## src/rtl/turn_sequencer_if.sv

```systemverilog
// Move handshakes plus board RAM and win-checker bus around turn_sequencer.
// master: the sequencer; slave: Player/CPU front ends, board RAM and checker.
interface turn_sequencer_if;
  logic       p_req;
  logic [1:0] p_row;
  logic [1:0] p_col;
  logic       p_ack;
  logic       p_rej;
  logic       c_req;
  logic [1:0] c_row;
  logic [1:0] c_col;
  logic       c_ack;
  logic       c_rej;
  logic       rd_en;
  logic [1:0] rd_row;
  logic [1:0] rd_col;
  logic [1:0] rd_mark;
  logic       wr_en;
  logic [1:0] wr_row;
  logic [1:0] wr_col;
  logic [1:0] wr_mark;
  logic       clear_board;
  logic       chk_start;
  logic       chk_done;
  logic       chk_win;

  modport master (
    input  p_req, p_row, p_col, c_req, c_row, c_col, rd_mark, chk_done, chk_win,
    output p_ack, p_rej, c_ack, c_rej, rd_en, rd_row, rd_col,
           wr_en, wr_row, wr_col, wr_mark, clear_board, chk_start
  );

  modport slave (
    output p_req, p_row, p_col, c_req, c_row, c_col, rd_mark, chk_done, chk_win,
    input  p_ack, p_rej, c_ack, c_rej, rd_en, rd_row, rd_col,
           wr_en, wr_row, wr_col, wr_mark, clear_board, chk_start
  );
endinterface

```

## src/rtl/turn_sequencer.sv

```systemverilog
// Tic-tac-toe turn sequencer: arbitrates Player/CPU moves, validates them against the board
// RAM, writes the mark and runs the win check. Player move timeout enabled by TURN_TIMEOUT_EN.
module turn_sequencer #(
  parameter logic FIRST_TURN     = 1'b0,
  parameter int   TIMEOUT_CYCLES = 255,
  parameter int   TO_W           = 8
) (
  input  logic             clock,
  input  logic             reset,
  input  logic             new_game,
  turn_sequencer_if.master bus,
  output logic             turn,
  output logic [1:0]       winner,
  output logic             game_over,
  output logic             p_timeout
);

  // state | meaning
  // CLEAR | clear_board pulse, game starts afresh
  // WAIT  | sample only the requester whose side matches turn
  // READ  | rd_en for the latched cell
  // TEST  | rd_mark sampled, occupied cell rejected
  // WRITE | wr_en and ack, move count advances
  // CHK   | chk_start pulse
  // CWAIT | waiting for chk_done
  // OVER  | winner or draw declared, requests ignored
  localparam logic [2:0] CLEAR = 3'd0;
  localparam logic [2:0] WAIT  = 3'd1;
  localparam logic [2:0] READ  = 3'd2;
  localparam logic [2:0] TEST  = 3'd3;
  localparam logic [2:0] WRITE = 3'd4;
  localparam logic [2:0] CHK   = 3'd5;
  localparam logic [2:0] CWAIT = 3'd6;
  localparam logic [2:0] OVER  = 3'd7;

  if (TIMEOUT_CYCLES < 1 || TIMEOUT_CYCLES >= (1 << TO_W)) begin : gBadTimeout
    $error("turn_sequencer: TIMEOUT_CYCLES must lie in 1 .. 2**TO_W-1");
  end

  logic [2:0] state;
  logic [1:0] rowQ;
  logic [1:0] colQ;
  logic [3:0] moveCnt;
  logic       pRejQ;
  logic       cRejQ;

  logic       reqSel;
  logic [1:0] rowSel;
  logic [1:0] colSel;
  logic       take;
  logic       illegal;
  logic       timeoutHit;

  assign reqSel  = turn ? bus.c_req : bus.p_req;
  assign rowSel  = turn ? bus.c_row : bus.p_row;
  assign colSel  = turn ? bus.c_col : bus.p_col;
  // A requester still holds req in the cycle its rej is visible; skip that cycle.
  assign take    = (state == WAIT) && reqSel && !pRejQ && !cRejQ;
  assign illegal = (rowSel == 2'd3) || (colSel == 2'd3);

  always_ff @(posedge clock or negedge reset) begin
    if (!reset) begin
      state   <= CLEAR;
      rowQ    <= 2'd0;
      colQ    <= 2'd0;
      moveCnt <= 4'd0;
      turn    <= FIRST_TURN;
      winner  <= 2'd2;
      pRejQ   <= 1'b0;
      cRejQ   <= 1'b0;
    end else begin
      pRejQ <= 1'b0;
      cRejQ <= 1'b0;
      if (new_game) begin
        state   <= CLEAR;
        moveCnt <= 4'd0;
        turn    <= FIRST_TURN;
        winner  <= 2'd2;
      end else begin
        case (state)
          CLEAR: state <= WAIT;
          WAIT: begin
            if (take) begin
              if (illegal) begin
                pRejQ <= !turn;
                cRejQ <= turn;
              end else begin
                rowQ  <= rowSel;
                colQ  <= colSel;
                state <= READ;
              end
            end else if (timeoutHit) begin
              turn <= 1'b1;
            end
          end
          READ: state <= TEST;
          TEST: begin
            if (bus.rd_mark != 2'd2) begin
              pRejQ <= !turn;
              cRejQ <= turn;
              state <= WAIT;
            end else begin
              state <= WRITE;
            end
          end
          WRITE: begin
            moveCnt <= (moveCnt == 4'd9) ? 4'd9 : moveCnt + 4'd1;
            state   <= CHK;
          end
          CHK: state <= CWAIT;
          CWAIT: begin
            if (bus.chk_done) begin
              if (bus.chk_win) begin
                winner <= {1'b0, turn};
                state  <= OVER;
              end else if (moveCnt == 4'd9) begin
                winner <= 2'd3;
                state  <= OVER;
              end else begin
                turn  <= !turn;
                state <= WAIT;
              end
            end
          end
          OVER: state <= OVER;
          default: state <= CLEAR;
        endcase
      end
    end
  end

`ifdef TURN_TIMEOUT_EN
  localparam logic [TO_W-1:0] TO_LAST = TO_W'(TIMEOUT_CYCLES - 1);

  logic [TO_W-1:0] toCnt;
  logic            toArmed;

  assign toArmed    = (state == WAIT) && !turn && !pRejQ;
  assign timeoutHit = toArmed && !take && !new_game && (toCnt == TO_LAST);
  assign p_timeout  = timeoutHit;

  always_ff @(posedge clock or negedge reset) begin
    if (!reset) begin
      toCnt <= '0;
    end else if (new_game || !toArmed || take || timeoutHit) begin
      toCnt <= '0;
    end else begin
      toCnt <= toCnt + 1'b1;
    end
  end
`else
  assign timeoutHit = 1'b0;
  assign p_timeout  = 1'b0;
`endif

  assign bus.rd_en   = (state == READ);
  assign bus.rd_row  = rowQ;
  assign bus.rd_col  = colQ;
  assign bus.wr_en   = (state == WRITE);
  assign bus.wr_row  = rowQ;
  assign bus.wr_col  = colQ;
  assign bus.wr_mark = {1'b0, turn};
  assign bus.p_ack   = (state == WRITE) && !turn;
  assign bus.c_ack   = (state == WRITE) && turn;
  assign bus.p_rej   = pRejQ;
  assign bus.c_rej   = cRejQ;
  // Held low during reset so the clear pulse lands in the first cycle after release.
  assign bus.clear_board = (state == CLEAR) && reset;
  assign bus.chk_start   = (state == CHK);
  assign game_over       = (state == OVER);

endmodule

```

## src/flat_wrapper.sv

```systemverilog
// flat-port wrapper written by rule: the top's interface ports become plain ports
module turn_sequencer_flat 
#(
  parameter logic FIRST_TURN     = 1'b0,
  parameter int   TIMEOUT_CYCLES = 255,
  parameter int   TO_W           = 8
)
  (clock, reset, new_game, turn, winner, game_over, p_timeout, bus_p_req, bus_p_row, bus_p_col, bus_c_req, bus_c_row, bus_c_col, bus_rd_mark, bus_chk_done, bus_chk_win, bus_p_ack, bus_p_rej, bus_c_ack, bus_c_rej, bus_rd_en, bus_rd_row, bus_rd_col, bus_wr_en, bus_wr_row, bus_wr_col, bus_wr_mark, bus_clear_board, bus_chk_start);
  turn_sequencer_if bus_i ();
  input  logic clock;
  input  logic reset;
  input  logic new_game;
  output logic turn;
  output logic [1:0] winner;
  output logic game_over;
  output logic p_timeout;
  input wire logic [$bits(bus_i.p_req)-1:0] bus_p_req;
  input wire logic [$bits(bus_i.p_row)-1:0] bus_p_row;
  input wire logic [$bits(bus_i.p_col)-1:0] bus_p_col;
  input wire logic [$bits(bus_i.c_req)-1:0] bus_c_req;
  input wire logic [$bits(bus_i.c_row)-1:0] bus_c_row;
  input wire logic [$bits(bus_i.c_col)-1:0] bus_c_col;
  input wire logic [$bits(bus_i.rd_mark)-1:0] bus_rd_mark;
  input wire logic [$bits(bus_i.chk_done)-1:0] bus_chk_done;
  input wire logic [$bits(bus_i.chk_win)-1:0] bus_chk_win;
  output wire logic [$bits(bus_i.p_ack)-1:0] bus_p_ack;
  output wire logic [$bits(bus_i.p_rej)-1:0] bus_p_rej;
  output wire logic [$bits(bus_i.c_ack)-1:0] bus_c_ack;
  output wire logic [$bits(bus_i.c_rej)-1:0] bus_c_rej;
  output wire logic [$bits(bus_i.rd_en)-1:0] bus_rd_en;
  output wire logic [$bits(bus_i.rd_row)-1:0] bus_rd_row;
  output wire logic [$bits(bus_i.rd_col)-1:0] bus_rd_col;
  output wire logic [$bits(bus_i.wr_en)-1:0] bus_wr_en;
  output wire logic [$bits(bus_i.wr_row)-1:0] bus_wr_row;
  output wire logic [$bits(bus_i.wr_col)-1:0] bus_wr_col;
  output wire logic [$bits(bus_i.wr_mark)-1:0] bus_wr_mark;
  output wire logic [$bits(bus_i.clear_board)-1:0] bus_clear_board;
  output wire logic [$bits(bus_i.chk_start)-1:0] bus_chk_start;
  assign bus_i.p_req = bus_p_req;
  assign bus_i.p_row = bus_p_row;
  assign bus_i.p_col = bus_p_col;
  assign bus_i.c_req = bus_c_req;
  assign bus_i.c_row = bus_c_row;
  assign bus_i.c_col = bus_c_col;
  assign bus_i.rd_mark = bus_rd_mark;
  assign bus_i.chk_done = bus_chk_done;
  assign bus_i.chk_win = bus_chk_win;
  assign bus_p_ack = bus_i.p_ack;
  assign bus_p_rej = bus_i.p_rej;
  assign bus_c_ack = bus_i.c_ack;
  assign bus_c_rej = bus_i.c_rej;
  assign bus_rd_en = bus_i.rd_en;
  assign bus_rd_row = bus_i.rd_row;
  assign bus_rd_col = bus_i.rd_col;
  assign bus_wr_en = bus_i.wr_en;
  assign bus_wr_row = bus_i.wr_row;
  assign bus_wr_col = bus_i.wr_col;
  assign bus_wr_mark = bus_i.wr_mark;
  assign bus_clear_board = bus_i.clear_board;
  assign bus_chk_start = bus_i.chk_start;
  turn_sequencer #(.FIRST_TURN(FIRST_TURN), .TIMEOUT_CYCLES(TIMEOUT_CYCLES), .TO_W(TO_W)) u_core (.clock(clock), .reset(reset), .new_game(new_game), .bus(bus_i), .turn(turn), .winner(winner), .game_over(game_over), .p_timeout(p_timeout));
endmodule
```

## config.mk

```make
export PLATFORM = sky130hd
export DESIGN_NAME = turn_sequencer_flat
export DESIGN_NICKNAME = d
export VERILOG_FILES = /design/src/rtl/turn_sequencer_if.sv /design/src/rtl/turn_sequencer.sv /design/src/flat_wrapper.sv
export SDC_FILE = /design/constraint.sdc
export NUM_CORES = 1
export LEC_CHECK = 0
export CORE_AREA = 2 2 54 56
export DETAILED_ROUTE_END_ITERATION = 10
export DIE_AREA = 0 0 56 58
export GPL_TIMING_DRIVEN = 0
export PLACE_DENSITY = 0.73
export RECOVER_POWER = 50
export SLEW_MARGIN = 10
export SYNTH_ARGS = -nofsm -noshare
export SYNTH_HDL_FRONTEND = slang
export SYNTH_SLANG_ARGS = --single-unit
```

## constraint.sdc

```tcl
create_clock -name clock -period 3.2 [get_ports clock]
set_input_delay 0.32 -clock clock [delete_from_list [all_inputs] [get_ports clock]]
set_output_delay 0.32 -clock clock [all_outputs]
set_load 0.005 [all_outputs]
```

=== Yosys cells after proc, flatten, opt, wreduce, memory -nomap -nowiden ===
Cells that the tools add are included.

* Bits in registers: 16
* Input bits: 17

* Add/subtract/negate cells: 1
* Equal/unequal tests: 16
* Mux-type cells: 34
* Bitwise operators: 2
* Reductions and logical operators: 19

{| class="wikitable"
|+ Operator list
! cell !! count
|-
| $pmux W3 S8 || 1
|-
| $mux W3 || 7
|-
| $mux W1 || 14
|-
| $mux W2 || 7
|-
| $eq A3 B3 Y1 const B || 4
|-
| $mux W4 || 3
|-
| $reduce_and A4 Y1 || 2
|-
| $eq A3 B2 Y1 const B || 2
|-
| $logic_and A1 B1 Y1 || 6
|-
| $ne A2 B2 Y1 const B || 3
|-
| $ne A3 B3 Y1 const B || 2
|-
| $reduce_and A3 Y1 || 2
|-
| $reduce_bool A2 Y1 || 3
|-
| $add A4 B1 Y4 const B || 1
|-
| $eq A2 B2 Y1 const B || 2
|-
| $eq A4 B4 Y1 const B || 1
|-
| $pmux W1 S2 || 2
|-
| $eq A3 B1 Y1 const B || 1
|-
| $logic_not A1 Y1 || 3
|-
| $logic_not A3 Y1 || 1
|-
| $ne A3 B2 Y1 const B || 1
|-
| $reduce_bool A3 Y1 || 1
|-
| $not A1 Y1 || 2
|-
| $logic_or A1 B1 Y1 || 1
|}

=== Longest topological paths before layout ===
Gate-level depths: netlist (run 1).

* Depth in word-level cells: 7
* Gate-level depth with buffers: 6
* Gate-level depth less buffers: 6

=== Least setup slack after synthesis (run 1) ===
Ideal clock, no wire load.

* Kind: register -> register
* Start: register u_core.state[2]
* End: register u_core.colQ[0] (netlist: u_core.bus.rd_col[0])
* Library setup time: 0.125 ns
* Arrival time: 1.906 ns
* Data required time: 3.075 ns
* Slack: 1.169 ns
* Stages on the path, launching flop included: 5
* Path buffers: 0
* Clock period less this slack: 2.031 ns
* Cell sequence: dfrtp_1 > or4_1 > or4b_4 > nor2_4 > mux2_4

* Longest elaborated chain between the ends: 5

{| class="wikitable"
|+ Ends and longest elaborated chain
! what !! line !! text
|-
| from (decl) || turn_sequencer.sv:40 || <nowiki>logic [2:0] state;</nowiki>
|-
| from (signal assigned) || turn_sequencer.sv:63 || <nowiki>state <= CLEAR;</nowiki>
|-
| from (signal assigned) || turn_sequencer.sv:75 || <nowiki>state <= CLEAR;</nowiki>
|-
| from (signal assigned) || turn_sequencer.sv:81 || <nowiki>CLEAR: state <= WAIT;</nowiki>
|-
| $eq A3 B1 Y1 * || turn_sequencer.sv:58, turn_sequencer.sv:80 ||
|-
| $logic_and A1 B1 Y1 (3 in series) || turn_sequencer.sv:58 || <nowiki>assign take = (state == WAIT) && reqSel && !pRejQ && !cRejQ;</nowiki>
|-
| $reduce_and A4 Y1 (no source line) * || n/a ||
|-
| to (signal assigned) || turn_sequencer.sv:89 || <nowiki>colQ <= colSel;</nowiki>
|-
| to (decl) || turn_sequencer.sv:42 || <nowiki>logic [1:0] colQ;</nowiki>
|}

Every way passes the cells marked *; elsewhere a longest branch is shown, timed or not.
A chain may end at the register's enable or synchronous reset.

=== Worst setup path in the final report (run 1) ===
* Start: input reset
* End: output bus_clear_board

* Longest elaborated chain between the ends: 1

{| class="wikitable"
|+ Ends and longest elaborated chain
! what !! line !! text
|-
| from (decl) || flat_wrapper.sv:11 || <nowiki>input logic reset;</nowiki>
|-
| $logic_and A1 B1 Y1 || turn_sequencer.sv:168 || <nowiki>assign bus.clear_board = (state == CLEAR) && reset;</nowiki>
|-
| to (decl) || flat_wrapper.sv:37 || <nowiki>output wire logic [$bits(bus_i.clear_board)-1:0] bus_clear_board;</nowiki>
|}

Every way passes these cells.

==> flow_metrics.py, run 1 <==
metrics = {
    "run_status": {
        "outcome": "finished clean",
    },
    "clocking": {
        "cts_resized": 0,
        "cts_made_buffers": 3,
        "post-cts-setup-buffers": 0,
        "tritoncts": "yes",
        "cts-root-buf": "clkbuf_4",
        "clk_pin_slew_ps": 100,
        "cts.htree.levels": 1,
        "clock_latency_ps": 280,
        "cts.path.max_buffers": 2,
        "cts_sinks": 16,
        "hold_buffers": 0,
    },
    "global_route": {
        "grt.overflow.total": 0,
        "met2_usage_pct": 28.4,
        "grt_use_met1_pct": 18.8,
        "gr-usage-all-layers_pct": 15.7,
        "grt_pass1_wl_mm": 4.00,
        "grt_util_met3_pct": 2.23,
        "grt_max_degree": 18,
        "antenna_found_initial": 0,
        "grt_pass1_vias": 865,
        "grt-busiest-layer": "met2",
    },
    "worst_setup_path": {
        "endpoint_kind": "output pin",
        "slowest_delay_ps": 1030,
        "worstSetupPathType": "in -> out",
        "r2r-start": "u_core.state[2]",
        "crit_slowest_cell": "dlygate4sd3_1",
        "required_ps": 2880,
        "crit_chain": "dlygate4sd3_1 -> nor4b_1 -> clkdlybuf4s50_1",
        "critPathLaunchType": "primary input",
        "critPathArrivalTime_ps": 2200,
        "cp-startpoint": "reset",
        "cp_max_fo": 17,
    },
    "synth": {
        "yosysWarnings": 0,
        "synthDistinctLibCells": 42,
        "avgSynthCellArea_um2": 9.93,
        "syn-cell-area_um2": 1030,
        "synth_largest_area_cell": "dfrtp_1",
        "yosys-top-cells-area": "dfrtp_1 (36%), mux2_4 (5.8%), buf_4 (5.1%)",
        "synth_seq_area_share_pct": 38.9,
        "yosys.area.top_type_share_pct": 36.4,
        "ys_async_sr_fraction_pct": 100,
        "syn_inst": 104,
        "synth_seq_cells": 16,
        "synth_flop_cell": "dfrtp_1",
        "synth_edf_count": 0,
    },
    "cells_and_area": {
        "seqCellArea_um2": 402,
        "multi_input_area_um2": 552,
        "final_common_cell": "clkdlybuf4s50_1",
        "final_cells": 177,
        "fillers": 260,
        "layout-drive-gt1-share_pct": 15.1,
        "final_nets": 166,
        "area_growth_pct": 42.5,
        "num_antenna_cells": 0,
        "final_cell_mix": "clkdlybuf4s50_1 (29), dfrtp_1 (15), nor2_1 (11)",
    },
    "pwr": {
        "ir_drop_mv": 0.306,
        "power_uw": 621,
        "p_leak_uw": 0.000633,
        "power.density_nw_per_um2": 422,
    },
    "timing": {
        "rsz0062_at_grt": "false",
        "hold_viol_final": 0,
        "final-setup-viol-count": 0,
        "fin_tns_setup_ps": 0,
        "clock.fmax_mhz": 397,
        "fin_crit_sh_pct": 78.7,
        "fin_ws_ps": 681,
        "period_needed_ps": 2520,
        "slew_headroom_pct": 49.3,
        "skew_ps": 3.96,
        "tightest_slew_ps": 758,
        "maxSlewViolCount": 0,
    },
    "route": {
        "drt-initial-drc-count": 20,
        "drt-total-wl_mm": 2.33,
        "vias_per_cell": 5.01,
        "post-route-drc-count": 0,
        "ant_nets": 0,
        "post_drt_wl_per_cell_um": 13.2,
        "vias": 886,
        "drt-pass1-iter-count": 4,
    },
    "placed_design": {
        "routabilityCongestion": 0.810,
        "hpwlAfterDp_mm": 1.84,
        "io_buffers": 37,
        "place_ws_ps": 686,
        "dp_cells": 173,
    },
    "floorplan": {
        "die_h_um": 58,
        "boundaryPins": 40,
        "start_util_pct": 38.8,
        "core_area_um2": 2660,
        "rows": 19,
        "die_area_um2": 3250,
        "die_w_um": 56,
    },
    "hold_path": {
        "hp-class": "in -> async",
    },
    "job": {
        "drv_cap": 0,
    },
}
sequential cells by signal, indices dropped and copies added (netlist names):
name               flops
u_core.state           3
u_core.turn            1
u_core.bus.rd_row      2
u_core.bus.c_rej       1
u_core.winner          2
u_core.moveCnt         4
u_core.bus.p_rej       1
u_core.bus.rd_col      2
power breakdown:
group	internal, uW	switching (uW)	leakage [uW]
clock network	48.3	63.4	0.0000150
logic	177	77.1	0.000406
registers	232	23.3	0.000212
total	457	164	0.000633
routing by layer:
metal	routed length, um	part of all wire [%]
met4	27	1.2
met3	56	2.4
met5	0	0
met1	991	42
met2	1260	54
path summary, 6_finish.rpt:
path | to | slack (ps) | depth (start not counted)
max | bus_clear_board | 680 | 3
min | u_core.state[1] | 540 | 1
max reg2reg | u_core.bus.rd_row[0] | 1070 | 4
min reg2reg | u_core.winner[0] | 540 | 2
max in group asynchronous | u_core.moveCnt[1] | 2180 | 1
min in group clock | u_core.winner[0] | 540 | 2
synth_stat cells (all sizes together), types with 2 or more instances:
cell type,instances
nor2,12
clkbuf,5
and3b,2
inv,3
ha,2
nor4b,2
nor4,2
nand2,5
nor2b,4
a31oi,2
dfrtp,15
nor3b,2
a211o,2
a21oi,3
a211oi,2
nor3,2
mux2i,2
nand2b,2
mux2,8
buf,7
a22oi,2
cells by family after synthesis:
family,Yosys count,synth area share (%)
fa+ha+maj,2,2.42
simple gates,41,24.6
flops,16,38.9
compound gates,17,11.9
buf+inv,15,8.00
other cells,1,0.363
xor+xnor,2,1.70
mux,10,12.1
stage by stage:
step | hold WS, ps | instance area [um2] | util, %
6_report | 537 | 1470 | 55.3
4_1_cts | 495 | 1470 | 55.3
2_1_floorplan | 24.4 | 1040 | -
3_3_place_gp | 514 | 1450 | 54.3
3_5_place_dp | 530 | 1450 | 54.3
5_1_grt | 567 | 1470 | 55.3
layout make-up:
class	count	share of cell area [%]
Tap cell	31	2.64
Buffer	12	4.85
Sequential cell	16	27.3
Inverter	3	0.765
Timing Repair Buffer	37	25.2
Clock buffer	4	1.79
Multi-Input combinational cell	74	37.5
critical path, delay by kind of cell:
kind	cells	cell delay, ps
buf+inv	2	1580
simple gates	1	290
No activity file was read; power rests on OpenSTA's default activity.
==> run 2, diff against run 1 <==
- clock period: 3.2 -> 2.44 ns (I/O delays scaled with it)
==> run 2 against run 1 <==
Against the previous run:
- core utilization unchanged
- highest routed layer unchanged
- cell area unchanged
- global-route usage unchanged
==> flow_metrics.py, run 2 (synthesis gave the netlist of run 1 again) <==
metrics = {
    "run_status": {
        "outcome": "finished clean",
    },
    "clocking": {
        "cts-root-buf": "clkbuf_4",
        "cts_made_buffers": 3,
        "tritoncts": "yes",
        "cts_sinks": 16,
        "clock_latency_ps": 280,
        "hold_buffers": 0,
        "cts_resized": 0,
        "cts.htree.levels": 1,
        "cts.path.max_buffers": 2,
        "clk_pin_slew_ps": 100,
        "post-cts-setup-buffers": 0,
    },
    "worst_setup_path": {
        "worstSetupPathType": "reg -> out",
        "critPathArrivalTime_ps": 1990,
        "critPathTopFamily": "buffers and inverters",
        "cp_max_fo": 10,
        "cp.depth": 4,
        "path_common_cell": "nor2b_1",
        "ff2ff_path_depth": 4,
        "r2r-start": "u_core.state[2]",
        "critPathLaunchType": "flip-flop",
        "slowest_delay_ps": 510,
        "r2r-end": "u_core.bus.rd_row[0]",
        "crit_buf_inv": 2,
        "endpoint_kind": "output pin",
        "required_ps": 2200,
        "reg2reg_slack_ps": 320,
        "crit_chain": "clkbuf_1 -> nor2b_1 -> nor2b_1 -> clkdlybuf4s50_1",
        "crit_slowest_cell": "clkdlybuf4s50_1",
    },
    "floorplan": {
        "boundaryPins": 40,
        "die_w_um": 56,
        "rows": 19,
        "die_area_um2": 3250,
        "core_area_um2": 2660,
        "start_util_pct": 38.8,
        "die_h_um": 58,
    },
    "route": {
        "drt-total-wl_mm": 2.33,
        "vias_per_cell": 5.06,
        "post-route-drc-count": 0,
        "post_drt_wl_per_cell_um": 13.2,
        "drt-pass1-iter-count": 4,
        "vias": 895,
        "drt-initial-drc-count": 19,
        "ant_nets": 0,
    },
    "timing": {
        "final-setup-viol-count": 0,
        "slew_headroom_pct": 40.1,
        "period_needed_ps": 2240,
        "hold_viol_final": 0,
        "clock.fmax_mhz": 447,
        "fin_tns_setup_ps": 0,
        "fin_ws_ps": 205,
        "maxSlewViolCount": 0,
        "rsz0062_at_grt": "false",
        "tightest_slew_ps": 899,
        "skew_ps": 4.34,
        "fin_crit_sh_pct": 91.6,
    },
    "placed_design": {
        "hpwlAfterDp_mm": 1.84,
        "dp_cells": 173,
        "routabilityCongestion": 0.810,
        "place_ws_ps": 43.3,
        "io_buffers": 37,
    },
    "cells_and_area": {
        "seqCellArea_um2": 402,
        "area_growth_pct": 42.5,
        "num_antenna_cells": 0,
        "largest_reg_flops": 4,
        "reg_top3": "u_core.moveCnt x4, u_core.state x3",
        "layout-drive-gt1-share_pct": 15.1,
        "final_nets": 166,
        "multi_input_area_um2": 558,
        "final_cells": 177,
        "fillers": 257,
        "top_register": "u_core.moveCnt",
        "final_common_cell": "clkdlybuf4s50_1",
        "final_cell_mix": "clkdlybuf4s50_1 (29), dfrtp_1 (15), nor2_1 (11)",
    },
    "global_route": {
        "antenna_found_initial": 0,
        "grt.overflow.total": 0,
        "grt_max_degree": 18,
        "grt_pass1_vias": 865,
        "gr-usage-all-layers_pct": 15.7,
        "grt_pass1_wl_mm": 4.00,
    },
    "pwr": {
        "power.density_nw_per_um2": 554,
        "ir_drop_mv": 0.407,
        "p_leak_uw": 0.000630,
    },
    "job": {
        "drv_cap": 0,
    },
    "hold_path": {
        "hp-class": "in -> async",
    },
}
run 2: cell count changes in the layout (fill, tap and decap cells not counted), sizes merged:
cell,delta
clkbuf,+1
dlygate4sd3,-1
run 2: layer usage:
metal  track usage [%]  wire length, um  vias to the layer above
li1                  -                -                      446
met1              18.8              978                      434
met2              28.4             1270                       13
met3              2.23               54                        2
met4              6.12               27                        0
met5                 0                0                        -
run 2: where the power goes:
part           leakage (uW)  switching [uW]  internal (uW)
clock             0.0000150            82.6           63.3
sequential         0.000212            32.0            304
combinational      0.000403             102            232
total              0.000630             216            599
run 2: cell type report:
class,instances,area share (%)
multi-input combinational,74,37.9
sequential,16,27.3
timing repair buffer,37,24.7
buffer,12,4.85
tap,31,2.64
clock buffer,4,1.79
inverter,3,0.765
run 2: how the worst max path moves through the flow:
stage	start	endpoint
2_1_floorplan	u_core.state[2]	u_core.bus.rd_col[0]
6_report	u_core.state[1]	bus_rd_en
4_1_cts	reset	bus_clear_board
3_5_place_dp	new_game	u_core.bus.rd_row[0]
3_3_place_gp	new_game	u_core.bus.rd_row[0]
5_1_grt	u_core.state[1]	bus_rd_en
run 2: per-stage QoR:
| stage | utilization [%] | total power [uW] | hold slack, ps | cell area, um2 |
|---|---|---|---|---|
| after floorplan | - | 495 | -51.6 | 1040 |
| after global placement | 54.3 | 686 | 514 | 1450 |
| after detailed placement | 54.3 | 693 | 530 | 1450 |
| after CTS | 55.3 | 839 | 419 | 1470 |
| after global routing | 55.3 | 869 | 126 | 1470 |
| final | 55.3 | 815 | 55.9 | 1470 |
==> edit (config.mk and constraints of run 2) <==
Change the localparam `CWAIT` from 3'd6 to 3'd3.
--- a/src/rtl/turn_sequencer.sv
+++ b/src/rtl/turn_sequencer.sv
@@ -30,7 +30,7 @@
   localparam logic [2:0] TEST  = 3'd3;
   localparam logic [2:0] WRITE = 3'd4;
   localparam logic [2:0] CHK   = 3'd5;
-  localparam logic [2:0] CWAIT = 3'd6;
+  localparam logic [2:0] CWAIT = 3'd3;
   localparam logic [2:0] OVER  = 3'd7;
 
   if (TIMEOUT_CYCLES < 1 || TIMEOUT_CYCLES >= (1 << TO_W)) begin : gBadTimeout
Function: changed (Yosys sat finds a counterexample within 10 cycles, from zero or initial values and one cycle with reset low).
==> edit against run 2 <==
Setup slack gained 140 ps. Critical path type is now input pin to output pin. Largest power group is now combinational logic. Register-to-register slack gained 290 ps. Non-clock buffer count shrank 11. Via count shrank 50%. Highest routed layer is now met3. Synthesized cell count shrank 51%. Power shrank 40%. Routed wire length shrank 51%. Sequential power shrank 47%. Cell area shrank 39%. Synthesized area shrank 43%. Sequential cell count shrank 8.
==> edit: results (changes against run 2) <==
[grt]
track_usage=0.0796  ; -0.0771
gr-usage-met2=0.133  ; -0.151
grt_use_met1=0.0912  ; -0.0970
grt_max_degree=10  ; -8

[finish]
syn2layout_area_growth_pct=52.1
layout-drive-gt1-share=0.286  ; +0.135
layoutNonFillerInstCount=115  ; -35%
fin_nets=103  ; -38%
largest_reg_flops=3  ; -1
nFillCells=289  ; +12%
top_register=u_core.state

[place]
dp_hpwl_um=891  ; -52%
dp_cells=112  ; -35%
place_ws_ps=381  ; +338 ps
routabilityCongestion=0.817  ; +0.95%

[power_and_ir_drop]
p_leak_nw=0.437  ; -31%
p_comb_frac=0.441  ; +0.032
pg_seq_w=0.000177  ; -47%
irDropWorstVdd_uv=245  ; -40%
power_w=0.000492  ; -40%
p_sw_w=0.000123  ; -43%

[worst_setup_path]
r2r_slack_ps=610  ; +290 ps
critPathLaunch=reset
slowest_stage=dlygate4sd3_1
r2r_end=u_core.bus.rd_row[1]$_DFFE_PN0P_
critPathMaxStageDelay_ps=780  ; +270 ps
cp.arrival_ps=1850  ; -140 ps

[logic_synthesis]
synthTopCellsByArea=dfrtp_1 34%, buf_4 17%, mux2_4 10%, nand4b_4 4.1%, a22oi_4 3.6%
yosysSeqAreaShare=0.342  ; -0.0472
synthDistinctLibCells=25  ; -40%
yosys-top-cells-count=13 x buf_4, 8 x dfrtp_1, 4 x mux2_4
syn_avg_cell_area_um2=11.5  ; +16%

[run_status]
status=finished, final reports clean

[timing]
worst_slew_pin_slew_ps=654  ; -245 ps
fin_skew_ps=5.20  ; +0.859 ps
whs_ps=354  ; +298 ps
timing.final.crit_share=0.858  ; -0.0579

[route]
vias_per_cell=3.88  ; -23%
drtPass1Iterations=3  ; -1
drtIter0Drc=4  ; -15
dr_wl_met3_um=144  ; +170%
routed.top_layer=met3

[clock_tree]
path_clk_slew_ps=50  ; -50 ps

## edit: cell count changes in the layout (fill, tap and decap cells not counted), sizes merged, moves of 3 or more
cell           delta
nor2             -11
clkdlybuf4s50    -10
dfrtp             -7
buf               +6
clkbuf            -6
conb              +6
mux2              -4
nand2             -4
a21oi             -3
## edit: cells by family (layout without fill, tap and decap cells)
logic type | count (synthesis) | count (layout) | synth area share
buffers and inverters | 15 | 42 | 0.192
and+or+nand+nor | 14 | 14 | 0.203
AOI/OAI and AO/OA | 8 | 8 | 0.147
DFF | 8 | 8 | 0.342
muxes | 4 | 4 | 0.103
other | 2 | 8 | 0.0128
## edit: cell type report
| class | count | share of cell area |
|---|---|---|
| Multi-Input combinational cell | 34 | 0.319 |
| Timing Repair Buffer | 24 | 0.270 |
| Sequential cell | 8 | 0.225 |
| Buffer | 14 | 0.114 |
| Tap cell | 31 | 0.0435 |
| Clock buffer | 3 | 0.0253 |
| Inverter | 1 | 0.00421 |
